$ cat src/rtl/ccd_acq_scheduler.sv
// Acquisition sequencer for the ILX511B timing generator: trigger, frame pixel
// count, inter-scan gap, batch bookkeeping and a millisecond readout watchdog.
module ccd_acq_scheduler #(
  parameter int PIXELS           = 2048,
  parameter int TRIG_WIDTH       = 4,
  parameter int GAP_CYCLES       = 16,
  parameter int TICKS_PER_MS     = 50000,
  parameter int TIMEOUT_EXTRA_MS = 20
) (
  input  logic        sys_clk,
  input  logic        sys_rst,
  input  logic [15:0] cfg_int_ms,
  input  logic [7:0]  cfg_scans,
  input  logic        cfg_continuous,
  input  logic        cmd_start,
  input  logic        cmd_stop,
  input  logic        pix_valid,
  output logic        aqui_src,
  output logic [15:0] int_time,
  output logic        scan_done,
  output logic        batch_done,
  output logic [7:0]  scan_idx,
  output logic        busy,
  output logic        timeout_err
);
  localparam int PIX_W = $clog2(PIXELS + 1);
  localparam int TRW   = $clog2(TRIG_WIDTH + 1);
  localparam int GW    = $clog2(GAP_CYCLES + 1);
  localparam int PRE_W = $clog2(TICKS_PER_MS + 1);
  localparam logic [PIX_W-1:0] PIX_LAST  = PIX_W'(PIXELS - 1);
  localparam logic [TRW-1:0]   TRIG_LEN  = TRW'(TRIG_WIDTH);
  localparam logic [GW-1:0]    GAP_LAST  = GW'(GAP_CYCLES - 1);
  localparam logic [PRE_W-1:0] TICK_LAST = PRE_W'(TICKS_PER_MS - 1);

  typedef enum logic [1:0] {S_IDLE, S_TRIG, S_FRAME, S_GAP} state_t;

  state_t           state_q;
  logic [PIX_W-1:0] pix_cnt_q;
  logic [TRW-1:0]   trig_cnt_q;
  logic [GW-1:0]    gap_cnt_q;
  logic [PRE_W-1:0] pre_q;
  logic [16:0]      ms_q;
  logic [7:0]       scans_q;
  logic             cont_q, stop_pend_q;
  logic             aqui_q, scan_done_q, batch_done_q, busy_q, timeout_q;
  logic [15:0]      int_time_q;
  logic [7:0]       scan_idx_q;

  logic [7:0]  scans_d;
  logic [16:0] ms_limit;
  assign scans_d  = (cfg_scans == 8'd0) ? 8'd1 : cfg_scans;
  assign ms_limit = {1'b0, int_time_q} + 17'(TIMEOUT_EXTRA_MS);

  always_ff @(posedge sys_clk or posedge sys_rst) begin
    if (sys_rst) begin
      state_q      <= S_IDLE;
      pix_cnt_q    <= '0;
      trig_cnt_q   <= '0;
      gap_cnt_q    <= '0;
      pre_q        <= '0;
      ms_q         <= '0;
      scans_q      <= '0;
      cont_q       <= 1'b0;
      stop_pend_q  <= 1'b0;
      aqui_q       <= 1'b0;
      scan_done_q  <= 1'b0;
      batch_done_q <= 1'b0;
      busy_q       <= 1'b0;
      timeout_q    <= 1'b0;
      int_time_q   <= '0;
      scan_idx_q   <= '0;
    end else begin
      scan_done_q  <= 1'b0;
      batch_done_q <= 1'b0;
      if (cmd_stop && state_q != S_IDLE) stop_pend_q <= 1'b1;
      case (state_q)
        S_IDLE: begin
          if (cmd_start && !cmd_stop) begin
            int_time_q <= cfg_int_ms;
            scans_q    <= scans_d;
            cont_q     <= cfg_continuous;
            timeout_q  <= 1'b0;
            scan_idx_q <= '0;
            trig_cnt_q <= '0;
            busy_q     <= 1'b1;
            state_q    <= S_TRIG;
          end
        end
        S_TRIG: begin
          // First TRIG cycle raises the level, so the pulse is exactly TRIG_WIDTH long.
          if (trig_cnt_q == TRIG_LEN) begin
            aqui_q    <= 1'b0;
            pix_cnt_q <= '0;
            pre_q     <= '0;
            ms_q      <= '0;
            state_q   <= S_FRAME;
          end else begin
            aqui_q     <= 1'b1;
            trig_cnt_q <= trig_cnt_q + TRW'(1);
          end
        end
        S_FRAME: begin
          if (pre_q == TICK_LAST) begin
            pre_q <= '0;
            ms_q  <= ms_q + 17'd1;
          end else begin
            pre_q <= pre_q + PRE_W'(1);
          end
          if (ms_q > ms_limit) begin
            timeout_q   <= 1'b1;
            busy_q      <= 1'b0;
            stop_pend_q <= 1'b0;
            state_q     <= S_IDLE;
          end else if (pix_valid) begin
            if (pix_cnt_q == PIX_LAST) begin
              scan_done_q <= 1'b1;
              gap_cnt_q   <= '0;
              state_q     <= S_GAP;
            end else begin
              pix_cnt_q <= pix_cnt_q + PIX_W'(1);
            end
          end
        end
        S_GAP: begin
          if (gap_cnt_q == GAP_LAST) begin
            trig_cnt_q <= '0;
            if (stop_pend_q) begin
              stop_pend_q <= 1'b0;
              busy_q      <= 1'b0;
              state_q     <= S_IDLE;
            end else if (scan_idx_q == scans_q - 8'd1) begin
              batch_done_q <= 1'b1;
              if (cont_q) begin
                int_time_q <= cfg_int_ms;
                scans_q    <= scans_d;
                cont_q     <= cfg_continuous;
                scan_idx_q <= '0;
                state_q    <= S_TRIG;
              end else begin
                busy_q  <= 1'b0;
                state_q <= S_IDLE;
              end
            end else begin
              scan_idx_q <= scan_idx_q + 8'd1;
              state_q    <= S_TRIG;
            end
          end else begin
            gap_cnt_q <= gap_cnt_q + GW'(1);
          end
        end
        default: state_q <= S_IDLE;
      endcase
    end
  end

  assign aqui_src    = aqui_q;
  assign int_time    = int_time_q;
  assign scan_done   = scan_done_q;
  assign batch_done  = batch_done_q;
  assign scan_idx    = scan_idx_q;
  assign busy        = busy_q;
  assign timeout_err = timeout_q;
endmodule
$ cat config.mk
export PLATFORM = sky130hd
export DESIGN_NAME = ccd_acq_scheduler
export DESIGN_NICKNAME = d
export VERILOG_FILES = /design/src/rtl/ccd_acq_scheduler.sv
export SDC_FILE = /design/constraint.sdc
export NUM_CORES = 1
export LEC_CHECK = 0
export ABC_AREA = 1
export CAP_MARGIN = 20
export CELL_PAD_IN_SITES_DETAIL_PLACEMENT = 1
export CELL_PAD_IN_SITES_GLOBAL_PLACEMENT = 1
export CORE_UTILIZATION = 37
export CTS_CLUSTER_DIAMETER = 200
export DETAILED_ROUTE_END_ITERATION = 10
export PLACE_DENSITY = 0.73
export SLEW_MARGIN = 20
export SYNTH_ARGS = -nofsm -noshare
export SYNTH_HDL_FRONTEND = slang
export SYNTH_SLANG_ARGS = --single-unit
$ cat constraint.sdc
create_clock -name sys_clk -period 9.5 [get_ports sys_clk]
set_input_delay 1.9 -clock sys_clk [delete_from_list [all_inputs] [get_ports sys_clk]]
set_output_delay 1.9 -clock sys_clk [all_outputs]
set_load 0.005 [all_outputs]
==> results of run 1 <==
[cell type report]
| cell class | instances | area [µm²] |
|---|---|---|
| sequential | 94 | 2350 |
| inverter | 90 | 339 |
| multi-input combinational | 587 | 3090 |
| clock inverter | 3 | 21.3 |
| clock buffer | 12 | 246 |
| fill | 1940 | 8410 |
| timing repair buffer | 60 | 596 |
| tap | 211 | 264 |
[metrics by stage]
stage | total power, mW | worst slack [ps] | utilization
2_1_floorplan | 1.07 | 5150 | -
3_3_place_gp | 1.27 | 5200 | 0.433
3_5_place_dp | 1.32 | 4940 | 0.433
4_1_cts | 1.67 | 5280 | 0.451
5_1_grt | 1.79 | 4950 | 0.451
6_report | 1.65 | 5310 | 0.451
[routing by layer]
| layer | share of wire | GRT usage |
|---|---|---|
| met4 | 0.012 | 0.0630 |
| met1 | 0.46 | 0.268 |
| met2 | 0.51 | 0.376 |
| met3 | 0.017 | 0.0217 |
| met5 | 0 | 0 |
[worst max-delay path: cells and delay by family]
| kind | cells | cell delay [ps] |
|---|---|---|
| buf+inv | 5 | 1300 |
| compound gates | 3 | 550 |
| simple gates | 3 | 710 |
[final timing paths]
| check | startpoint | endpoint | slack (ps) | depth (start not counted) |
|---|---|---|---|---|
| setup / recovery | cmd_start | int_time[3] | 5310 | 11 |
| hold / removal | busy | busy | 480 | 2 |
| setup reg to reg | int_time[2] | pix_cnt_q[4] | 5860 | 19 |
| hold reg to reg | busy | busy | 480 | 2 |
| max in group asynchronous | sys_rst | ms_q[15] | 6340 | 3 |
| min in group asynchronous | sys_rst | batch_done | 1900 | 2 |
[kinds of logic after synthesis]
group | count (synthesis)
buffers and inverters | 106
and+or+nand+nor | 432
xor gates and xnor gates | 43
AOI/OAI and AO/OA | 81
DFF | 94
adders and majority gates | 31
[sequential cells by signal, indices dropped and copies added, names as in the netlist]
signal       cells
state_q          2
gap_cnt_q        5
stop_pend_q      1
aqui_src         1
batch_done       1
timeout_err      1
busy             1
pix_cnt_q       12
scan_idx         8
pre_q           16
int_time        16
cont_q           1
ms_q            17
scans_q          8
trig_cnt_q       3
scan_done        1
[cell usage in the layout (no fill, tap or decap), types with 2 or more instances in the layout]
cell type	Yosys	routed
clkdlybuf4s50_1	0	58
nor4_1	6	6
nor2_2	2	2
nand4_1	15	15
nand3b_1	3	3
or2_2	7	7
clkinv_2	0	2
xnor2_1	12	12
clkbuf_16	0	9
nand3_2	2	2
xor2_1	31	31
dfrtp_1	94	94
ha_1	31	31
a31oi_1	2	2
clkbuf_1	6	2
o22ai_1	2	2
inv_2	5	5
nand3_1	55	55
o31ai_1	6	6
a21oi_1	20	20
nand2_1	248	248
o21ai_0	40	40
nor2_1	66	66
nor3b_1	2	2
nand2_2	3	3
buf_4	1	2
nor3_1	20	20
inv_1	84	83
[power by group]
part | internal (mW) | leakage [nW] | switching, mW | total, mW
Combinational | 0.269 | 1.84 | 0.440 | 0.709
Sequential | 0.485 | 1.25 | 0.112 | 0.597
Clock | 0.184 | 0.129 | 0.159 | 0.343
Total | 0.938 | 3.22 | 0.711 | 1.65
[cell usage after synthesis, types with 7 or more instances]
master	n	area, µm²
nor2_1	66	248
nor3_1	20	100
inv_1	84	315
a21oi_1	20	100
ha_1	31	388
xnor2_1	12	105
nand2_1	248	931
or2_2	7	43.8
nand3_1	55	275
xor2_1	31	272
o21ai_0	40	200
dfrtp_1	94	2350
nand4_1	15	93.8
==> metrics.md, run 1 <==
| Metric | Value |
|---|---|
| Status | finished clean |
| Async S/R FF share, synth | 1.00 |
| Syn_nets | ~850 |
| Vias in the first global route | 5667 |
| H-tree level count | 3 |
| Hold slack | 480 ps |
| CP max FO | 29 |
| Measured slew at the worst slew-check pin | 869 ps |
| 1st-pass router iterations | 4 |
| Peak supply drop | ~0.1 mV |
| Synthesis-to-finish area growth | 17.6% |
| Ant. Diodes | 0 |
| Crit path arrival time | 4480 ps |
| Placed cell count | 1042 |
| Post-synth EDFFs | 0 |
| I/O Buffers | 58 |
| Final ANT Viol Nets | 0 |
| Share of cells above drive strength 1 | 0.0473 |
| Placeable Area | 15300 µm² |
| Worst Setup End Kind | register |
| CTS buffer count | 9 |
| # hold bufs at CTS | 0 |
| Post-DP Area | 6640 µm² |
| Post-Route Skew | 7.65 ps |
| Compound-Gate Fraction of Synth Area | 0.0782 |
| Pwr Density | 239 nW/µm² |
| Initial Util | 0.383 |
| Yosys cell types | between 40 and 50 |
| Avg Vias per Cell | 5.03 |
| DR WL/cell | 15.1 µm |
| Largest stage delay on the critical path | 510 ps |
| Crit start category | primary input |
| HPWL after DPL | 11.9 mm |
| Slowest CP cell | inv_2 |
| Finished Cell Area | roughly 6900 µm² |
| Slew headroom | 0.421 |
| Post-synthesis xor/xnor area fraction | 0.0642 |
| FP Rows | 45 |
| Longest Clk Path Bufs | 2 |
| Final setup vio count | 0 |
| Total negative slack | 0 ps |
| Achievable Freq | around 240 MHz |
| RSZ-0062 raised after global routing | false |
| Synth warn | 0 |
| CTS Sinks | 94 |
| CP most frequent cell | inv_1 |
| Synth Area in Simple Gates | 0.317 |
| First-pass GRT wire length | 27.4 mm |
| Top-level I/O count | 59 |
| Seq/Total Area, Yosys | 0.401 |
| Die H | 128 µm |
| Post-CTS Repair Setup Buffers | 0 |
| Area share of fa/ha/maj cells after synthesis | 0.0661 |
| Die Wd | 128 µm |
| Flops & latches, synth | 94 |
| Drt total wl | about 16 mm |
| Hold Crit Class | register to register |
| Final Wtd Congestion | between 0.8 and 0.9 |
| Largest net degree at the start of global routing | 66 |
| Total grt overflow | 0 |
| Die Footprint | 16400 µm² |
| Mapped cell area | 5870 µm² |
| Slew Viols, Final | 0 |
| Multiplexer share of the synthesized area | 0 |
| CTS tree | built |
| Hold Vio Cnt, Final | 0 |
| Post-CTS sizing | 0 |
| DR iter-0 viols | 248 |
| Root buffer cell | clkbuf_16 |
| Critical path cell sequence | clkdlybuf4s50_1 -> inv_1 -> o21ai_0 -> o21ai_1 -> inv_1 -> o21ai_0 -> inv_1 -> nand3_2 -> inv_2 -> nand2_1 -> nand2_1 |
| Max cap viols | 0 |
| Average size of a mapped cell | 7.46 µm² |
| Worst path required time | 9790 ps |
| Non-filler cells, final | 1057 |
| Main combinational cell family by area after synthesis | simple AND/OR/NAND/NOR gates |
| DR vias | around 5.3k |
| Mapped Cells | 787 |
| Worst-path clk slew | 70 ps |
| Post-route minimum period | 4190 ps |
| Static Leak | roughly 3.2 nW |
| Final Cycle Share | 0.441 |
| Layout Nets | 903 |
| Setup Crit Path Kind | primary input to register |
| Tot GR Track Use | 0.210 |
| Ys flop type | dfrtp_1 |
| DR DRC count | 0 |
| Initial antenna violation count | 0 |
| Clock Latency Late Sink | 350 ps |
(Power assumes the default switching activity.)
==> run 2: changes to the inputs <==
--- a/config.mk
+++ b/config.mk
@@ -12,7 +12,7 @@
 export CORE_UTILIZATION = 37
 export CTS_CLUSTER_DIAMETER = 200
 export DETAILED_ROUTE_END_ITERATION = 10
-export PLACE_DENSITY = 0.73
+export PLACE_DENSITY = 0.76
 export SLEW_MARGIN = 20
 export SYNTH_ARGS = -nofsm -noshare
 export SYNTH_HDL_FRONTEND = slang
==> constraint.sdc (replaced) <==
create_clock -name sys_clk -period 3.8 [get_ports sys_clk]
set_input_delay 0.76 -clock sys_clk [delete_from_list [all_inputs] [get_ports sys_clk]]
set_output_delay 0.76 -clock sys_clk [all_outputs]
set_load 0.005 [all_outputs]
==> run 2 against run 1 <==
  * Flip-flop and latch count stayed put
  * Via count increased by 1.9%
  * Worst hold slack better by 16 ps
  * Die area did not move
  * Non-clock buffer count rose by 4
  * Largest power group unchanged
==> metrics.md, run 2 (same netlist as run 1, synthesis figures left out) <==
| Metric | Value |
|---|---|
| Final core utilization | 0.455 |
| Hold path startpoint | aqui_src |
| Crit path arrival time | 3600 ps |
| Achievable Freq | 302 MHz |
| DR iter-0 viols | 157 |
| Hold slack | 496 ps |
| Die Footprint | roughly 16000 µm² |
| Root buffer cell | clkbuf_16 |
| Synthesis-to-finish area growth | 18.6% |
| Hold Vio Cnt, Final | 0 |
| Die Wd | between 100 and 150 µm |
| Hold Crit Class | register to register |
| Slew Viols, Final | 0 |
| Most common cell after layout, fill and taps aside | nand2_1 |
| Pwr Density | between 600 and 700 nW/µm² |
| Detail Route met3 WL | 346 µm |
| H-tree level count | 3 |
| Critical path cell sequence | ha_1 -> nor2_1 -> nor2_1 -> nand4_1 -> nor2_1 -> nand3_1 -> xor2_1 -> ha_1 -> a21oi_1 -> o21ai_0 -> a21oi_1 -> nand2_1 -> nand3_1 -> nand3b_2 -> inv_2 -> nand2_1 -> nand2_1 |
| # hold bufs at CTS | 0 |
| Slowest CP cell | dfrtp_1 |
| Status | finished clean |
| Final Cycle Share | 0.871 |
| Design Power | roughly 4.2 mW |
| Post-route minimum period | 3310 ps |
| Peak supply drop | 0.270 mV |
| Largest net degree at the start of global routing | 50 |
| Worst Setup End Kind | register |
| Total negative slack | 0 ps |
| Initial antenna violation count | 0 |
| 1st-pass router iterations | 4 |
| Tot GR Track Use | 0.218 |
| Final ANT Viol Nets | 0 |
| Placed cell count | 1046 |
| Final setup vio count | 0 |
| Ant. Diodes | 0 |
| Largest stage delay on the critical path | 420 ps |
| CP max FO | 18 |
| Avg Vias per Cell | 5.10 |
| RSZ-0062 raised after global routing | false |
| First-pass GRT wire length | about 28 mm |
| Placeable Area | 15300 µm² |
| HPWL after DPL | 12.6 mm |
| Longest Clk Path Bufs | 2 |
| Post-CTS Repair Setup Buffers | 0 |
| Dpl ws | 368 ps |
| Initial Util | 0.383 |
| Reg2reg start | int_time[2] |
| Setup Crit Path Kind | register to register |
| DR WL/cell | 15.5 µm |
| Max Used Layer | met4 |
| Max cap viols | 0 |
| CTS tree | built |
| R2r endpoint | pix_cnt_q[10] |
| Non-filler cells, final | 1062 |
| Total grt overflow | 0 |
| Worst path required time | 4090 ps |
| Hold Path Depth | 1 |
| Post-CTS sizing | 0 |
| Vias in the first global route | around 5.9k |
| Drt total wl | 16.4 mm |
| FP Rows | 45 |
| Hold endpoint | aqui_src |
| DR vias | approximately 5.4k |
| Fin worst setup slack | 489 ps |
| CTS Sinks | 94 |
| Met2 wire length | approximately 8.8 mm |
| Clock Latency Late Sink | 350 ps |
| Most frequent cells in the layout | 248 x nand2_1, 94 x dfrtp_1, 82 x inv_1, 66 x nor2_1, 58 x clkdlybuf4s50_1 |
| Post-DP Area | 6680 µm² |
| Reg2reg path depth | 17 |
| Largest register by flop count | ms_q |
| WP buf/inv | 1 |
| Met1 WL | 7.16 mm |
| CTS buffer count | 9 |
| Die H | ~130 µm |
| Delay-heaviest family, CP | simple AND/OR/NAND/NOR gates |
| Worst R2R Setup Slack | 490 ps |
| Worst-path clk slew | around 70 ps |
| Top-level I/O count | 59 |
| Post-Route Skew | 7.86 ps |
| Share of cells above drive strength 1 | 0.0529 |
| Layout Nets | just over 900 |
| Final Wtd Congestion | about 0.86 |
| I/O Buffers | a little under 60 |
| Measured slew at the worst slew-check pin | 900 ps |
| Static Leak | 3.25 nW |
| Slew headroom | 0.399 |
| Finished Cell Area | 6960 µm² |
| Crit start category | register |
| DR DRC count | 0 |
| Max FFs per register | 17 |
==> run 2: cell count changes in the layout (fill, tap and decap cells not counted), sizes merged <==
cell,delta
bufinv,+1
buf,+4
==> run 2: final cells by class <==
class	instances	area (µm²)
fillers	1926	8350
multi-input cells	587	3090
flip-flops and latches	94	2350
repair buffers	64	638
inverters	90	339
well taps	211	264
clock buffers	12	236
clock inverters	4	47.5
==> run 2: worst register-to-register path, cell delays in order, from the launching register on <==
cell      delay (ps)
dfrtp_1          420
ha_1             210
nor2_1            50
nor2_1           210
nand4_1          160
nor2_1           200
nand3_1          110
xor2_1           160
ha_1             310
a21oi_1          180
o21ai_0          140
a21oi_1          160
nand2_1           90
nand3_1          150
nand3b_2         330
inv_2            240
nand2_1           80
nand2_1           60
==> run 2: worst max-delay path by stage <==
stage	startpoint	to	slack (ps)	cells after the start
floorplan	sys_rst	aqui_src	590	1
global placement	int_time[2]	pix_cnt_q[4]	650	19
detailed placement	int_time[2]	pix_cnt_q[10]	370	19
CTS	int_time[2]	pix_cnt_q[10]	350	18
global route	int_time[2]	pix_cnt_q[11]	60	18
finish	int_time[2]	pix_cnt_q[10]	490	17
==> run 2: routing by layer <==
| metal | track usage | vias to the layer above |
|---|---|---|
| li1 | - | 2654 |
| met1 | 0.261 | 2693 |
| met2 | 0.403 | 59 |
| met3 | 0.0330 | 14 |
| met4 | 0.0588 | 0 |
| met5 | 0 | - |
==> run 2: report_power, final <==
part	internal, mW	switching [mW]	total, mW
clock	0.509	0.396	0.905
sequential	1.21	0.270	1.48
combinational	0.701	1.15	1.85
